<file path="config.mk">
export PLATFORM = sky130hd
export DESIGN_NAME = alu_share_arb
export DESIGN_NICKNAME = d
export VERILOG_FILES = /design/src/rtl/alu_share_arb.sv
export SDC_FILE = /design/constraint.sdc
export NUM_CORES = 1
export LEC_CHECK = 0
export ABC_AREA = 1
export CORE_MARGIN = 5
export CORE_UTILIZATION = 41
export DETAILED_ROUTE_END_ITERATION = 16
export MAX_ROUTING_LAYER = met4
export PLACE_DENSITY_LB_ADDON = 0.25
export SETUP_SLACK_MARGIN = 0.5
export SLEW_MARGIN = 20
export SYNTH_ARGS = -nofsm -noshare
export SYNTH_HDL_FRONTEND = slang
export SYNTH_SLANG_ARGS = --single-unit
export TNS_END_PERCENT = 5
</file>
<file path="constraint.sdc">
create_clock -name clk -period 2.8 [get_ports clk]
set_input_delay 0.28 -clock clk [delete_from_list [all_inputs] [get_ports clk]]
set_output_delay 0.28 -clock clk [all_outputs]
set_load 0.05 [all_outputs]
</file>
<file path="src/rtl/alu_share_arb.sv">
// Round-robin front end that shares one external combinational ALU between NREQ requesters.
// A granted request is registered onto the ALU inputs. The result is captured one cycle later
// and returned as a one-cycle pulse tagged with the requester id.
module alu_share_arb #(
  parameter int unsigned NREQ = 2,
  parameter int unsigned OPW  = 5,
  parameter int unsigned IDW  = 3
) (
  input  logic                 clk,
  input  logic                 rst_n,
  input  logic [NREQ-1:0]      req_valid,
  output logic [NREQ-1:0]      req_ready,
  input  logic [NREQ*32-1:0]   req_a,
  input  logic [NREQ*32-1:0]   req_b,
  input  logic [NREQ*OPW-1:0]  req_op,
  output logic [31:0]          alu_a,
  output logic [31:0]          alu_b,
  output logic [OPW-1:0]       alu_op,
  input  logic [31:0]          alu_c,
  output logic [NREQ-1:0]      resp_valid,
  output logic [IDW-1:0]       resp_id,
  output logic [31:0]          resp_c,
  output logic                 busy
);

  localparam int unsigned DW = 32;
  localparam int unsigned PW = IDW + 1;

  typedef enum logic [1:0] {S_IDLE, S_EXEC, S_RESP} state_t;

  state_t          state_q, state_d;
  logic [IDW-1:0]  rr_ptr_q, rr_ptr_d;
  logic [IDW-1:0]  id_q, id_d;
  logic [DW-1:0]   alu_a_q, alu_a_d;
  logic [DW-1:0]   alu_b_q, alu_b_d;
  logic [OPW-1:0]  alu_op_q, alu_op_d;
  logic [DW-1:0]   resp_c_q, resp_c_d;
  logic [IDW-1:0]  resp_id_q, resp_id_d;
  logic [NREQ-1:0] resp_valid_q, resp_valid_d;

  logic            grant_vld;
  logic [IDW-1:0]  winner;
  logic [PW-1:0]   scan_idx;
  logic [DW-1:0]   sel_a, sel_b;
  logic [OPW-1:0]  sel_op;

  // Round-robin scan: first valid requester starting at rr_ptr, wrapping modulo NREQ.
  // The sum is one bit wider than the pointer so that it cannot overflow before the wrap subtract.
  always_comb begin
    grant_vld = 1'b0;
    winner    = '0;
    scan_idx  = '0;
    for (int k = 0; k < NREQ; k++) begin
      scan_idx = {1'b0, rr_ptr_q} + PW'(k);
      if (scan_idx >= PW'(NREQ)) scan_idx = scan_idx - PW'(NREQ);
      for (int j = 0; j < NREQ; j++) begin
        if (!grant_vld && (scan_idx == PW'(j)) && req_valid[j]) begin
          grant_vld = 1'b1;
          winner    = IDW'(j);
        end
      end
    end
  end

  // Select the winner's operands and opcode from the packed request buses.
  always_comb begin
    sel_a  = '0;
    sel_b  = '0;
    sel_op = '0;
    for (int i = 0; i < NREQ; i++) begin
      if (winner == IDW'(i)) begin
        sel_a  = req_a[DW*i +: DW];
        sel_b  = req_b[DW*i +: DW];
        sel_op = req_op[OPW*i +: OPW];
      end
    end
  end

  // Next-state and datapath-load logic. Grants are issued only from IDLE or RESP,
  // and never while reset is asserted.
  always_comb begin
    state_d      = state_q;
    rr_ptr_d     = rr_ptr_q;
    id_d         = id_q;
    alu_a_d      = alu_a_q;
    alu_b_d      = alu_b_q;
    alu_op_d     = alu_op_q;
    resp_c_d     = resp_c_q;
    resp_id_d    = resp_id_q;
    resp_valid_d = '0;
    req_ready    = '0;
    case (state_q)
      S_IDLE, S_RESP: begin
        if (grant_vld && rst_n) begin
          req_ready = NREQ'(1) << winner;
          alu_a_d   = sel_a;
          alu_b_d   = sel_b;
          alu_op_d  = sel_op;
          id_d      = winner;
          rr_ptr_d  = (winner == IDW'(NREQ - 1)) ? '0 : winner + IDW'(1);
          state_d   = S_EXEC;
        end else begin
          state_d = S_IDLE;
        end
      end
      S_EXEC: begin
        resp_c_d     = alu_c;
        resp_id_d    = id_q;
        resp_valid_d = NREQ'(1) << id_q;
        state_d      = S_RESP;
      end
      default: state_d = S_IDLE;
    endcase
  end

  // State register.
  always_ff @(posedge clk) begin
    if (!rst_n) state_q <= S_IDLE;
    else        state_q <= state_d;
  end

  // Arbitration pointer, ALU operand and response registers.
  always_ff @(posedge clk) begin
    if (!rst_n) begin
      rr_ptr_q     <= '0;
      id_q         <= '0;
      alu_a_q      <= '0;
      alu_b_q      <= '0;
      alu_op_q     <= '0;
      resp_c_q     <= '0;
      resp_id_q    <= '0;
      resp_valid_q <= '0;
    end else begin
      rr_ptr_q     <= rr_ptr_d;
      id_q         <= id_d;
      alu_a_q      <= alu_a_d;
      alu_b_q      <= alu_b_d;
      alu_op_q     <= alu_op_d;
      resp_c_q     <= resp_c_d;
      resp_id_q    <= resp_id_d;
      resp_valid_q <= resp_valid_d;
    end
  end

  assign alu_a      = alu_a_q;
  assign alu_b      = alu_b_q;
  assign alu_op     = alu_op_q;
  assign resp_c     = resp_c_q;
  assign resp_id    = resp_id_q;
  assign resp_valid = resp_valid_q;
  assign busy       = (state_q != S_IDLE);

endmodule
</file>
==> flow_metrics.env <==
export IMPL_status="finished, final reports clean"
export IMPL_tightest_slew_ps=990
export IMPL_path_class="primary input to primary output"
export IMPL_synth_flop_cell="dfxtp_1"
export IMPL_ys_seq_area_share_pct=45.0
export IMPL_cts_root_buffer="clkbuf_16"
export IMPL_initial_core_util_pct=41.9
export IMPL_synthTopCellsByCount="nand2_1 (214), nand3_1 (141), dfxtp_1 (108)"
export IMPL_synth_distinct_cells=17
export IMPL_synth_edf_count=0
export IMPL_viasPerCell=5.09
export IMPL_p_leak_nw=3.21
export IMPL_synth_top_area_cell="dfxtp_1"
export IMPL_p_sw_mw=1.40
export IMPL_diodes=0
export IMPL_port_buffers=280
export IMPL_netlist_instances=710
export IMPL_clock_fmax_mhz=498
export IMPL_dieArea_sq_um=14000
export IMPL_slew_viol_final=0
export IMPL_wire_per_inst_microns=15.5
export IMPL_vdd_drop_max_mv=0.502
export IMPL_critPathLaunchType="primary input"
export IMPL_fin_nets=1128
export IMPL_p_sw_share_pct=32.5
export IMPL_grt_pass1_vias=5113
export IMPL_clkTransAtPathRegs_ps=80
export IMPL_dp_hpwl_microns=12100
export IMPL_hp_class="flip-flop to flip-flop"
export IMPL_fin_crit_ps=2010
export IMPL_fin_tns_setup_ps=0
export IMPL_vias=5610
export IMPL_synth_area_sq_um=4810
export IMPL_r2r_start="rr_ptr_q[0]"
export IMPL_pwr_share_clk_pct=30.7
export IMPL_grt_max_degree=72
export IMPL_fin_worst_skew_ps=7.46
export IMPL_cts_resized=0
export IMPL_hold_start="id_q[0]"
export IMPL_io_pins=283
export IMPL_cts_tree="done"
export IMPL_rr_endpoint="alu_a[17]"
export IMPL_hold_buffers=0
export IMPL_drcViolationCount=0
export IMPL_dr_pass1_iters=6
export IMPL_ys_ff_latch=108
export IMPL_drt_total_wl_microns=17100
export IMPL_cts_buffers=9
export IMPL_synth_top_cell_area_share_pct=45.0
export IMPL_cellPowerDensity_nw_per_um2=539
export IMPL_grt_pass1_wl_microns=26500
export IMPL_coreArea_sq_um=11500
export IMPL_grt_ovfl_total=0
export IMPL_arrival_ps=1730
export IMPL_grt_usage_pct=23.6
export IMPL_rows=39
export IMPL_die_h_microns=118
export IMPL_synthArstFlopShare_pct=0
export IMPL_crit_fanout=50
export IMPL_pwr_share_comb_pct=29.8
export IMPL_gp_congestion=0.845
export IMPL_cts_sinks=108
export IMPL_ant_nets=0
export IMPL_r2r_cells=6
export IMPL_dieWidth_microns=118
export IMPL_synth_warnings=0
export IMPL_clk_latency_ps=340
export IMPL_antenna_found_initial=0
export IMPL_setup_viol=0
export IMPL_grt_setup_unrepaired="false"
export IMPL_relSlewSlack_pct=33.9
export IMPL_power_internal_mw=2.89
export IMPL_synth_area_leaders="dfxtp_1 (45%), nand2_1 (17%), nand3_1 (15%)"
export IMPL_syn_to_final_growth_pct=65.3
export IMPL_finalCritPeriodShare_pct=71.7
export IMPL_drt_iter0_drc=537
export IMPL_cts_max_level=3
export IMPL_min_to="resp_valid[0]"
export IMPL_hold_violations=0
export IMPL_crit_path_end_kind="primary output"
export IMPL_power_share_sequential_pct=39.5
export IMPL_synth_avg_cell_area_sq_um=6.77
export IMPL_hold_ws_ps=433
export IMPL_hold_depth=1
export IMPL_r2r_slack_ps=1120
export IMPL_worstPathRequired_ps=2520
export IMPL_clockBufferDepth=2
export IMPL_postCtsSetupBuffers=0
export IMPL_layout_drive_gt1_share_pct=4.28
export IMPL_yosysMostFrequentCell="nand2_1"
export IMPL_maxCapViolations=0
==> cell type report <==
cell class	instances	area, sq um
clock buffer	10	239
clock inverter	6	70.1
fill	1016	3520
inverter	10	37.5
multi-input combinational	531	2330
sequential	108	2160
tap	143	179
timing repair buffer	294	2940
==> logic make-up after synthesis <==
family          synth area share, %
other cells                  0.0780
compound gates                 10.9
buf+inv                        6.97
flops                          45.0
simple gates                   37.1
==> sequential cells by signal, indices dropped and copies added (netlist names) <==
| name | cells |
|---|---|
| alu_a | 32 |
| alu_b | 32 |
| alu_op | 5 |
| id_q | 1 |
| resp_c | 32 |
| resp_id | 1 |
| resp_valid | 2 |
| rr_ptr_q | 1 |
| state_q | 2 |
==> power groups by stage <==
stage                     clock (mW)  sequential, mW  combinational, mW
final                           1.32            1.69               1.28
after global routing            1.40            1.71               1.37
after CTS                       1.34            1.69               1.28
after detailed placement           0            1.73               1.28
after global placement             0            1.73               1.27
after floorplan                    0            2.08              0.391
==> cells in the final DEF, fill, tap and decap left out, types with 3 or more instances in the layout <==
cell type,netlist,routed
clkbuf_16,0,9
buf_12,0,3
o21ai_0,33,33
nand2_2,1,3
buf_4,11,13
clkinvlp_4,0,3
a21oi_1,70,70
nor2_1,67,67
inv_1,8,8
nand3_1,141,141
clkdlybuf4s50_1,0,277
dfxtp_1,108,108
nand2_1,214,212
==> worst max path at each step <==
stage	from	to	cells after the start	slack, ps
4_1_cts	req_valid[1]	req_ready[1]	5	830
2_1_floorplan	rr_ptr_q[0]	req_ready[1]	5	1280
6_report	req_valid[1]	req_ready[1]	5	790
3_5_place_dp	req_valid[1]	alu_a[15]	7	730
5_1_grt	req_valid[1]	req_ready[1]	5	700
3_3_place_gp	req_valid[1]	alu_a[15]	7	760
==> routing by layer <==
layer / vias to the layer above / wire [microns] / GRT usage, %
li1: 2801 / - / -
met4: 0 / 431 / 6.88
met2: 228 / 8330 / 39.2
met5: - / 0 / -
met3: 32 / 1330 / 6.59
met1: 2549 / 7020 / 28.0
==> stage by stage <==
step	setup WS (ps)	instance area, sq um	instances	total power [mW]	utilization (%)
after floorplan	1280	4810	711	2.47	-
after global placement	762	7640	1086	3.00	66.6
after detailed placement	731	7640	1086	3.01	66.6
after CTS	827	7950	1102	4.32	69.3
after global routing	704	7950	1102	4.47	69.3
final	793	7950	1102	4.29	69.3
==> worst max-delay path: stages <==
cell     delay, ps
buf_2          410
buf_4          570
nand3_1        170
inv_1          120
buf_12         140
No activity file was read; power rests on OpenSTA's default activity.
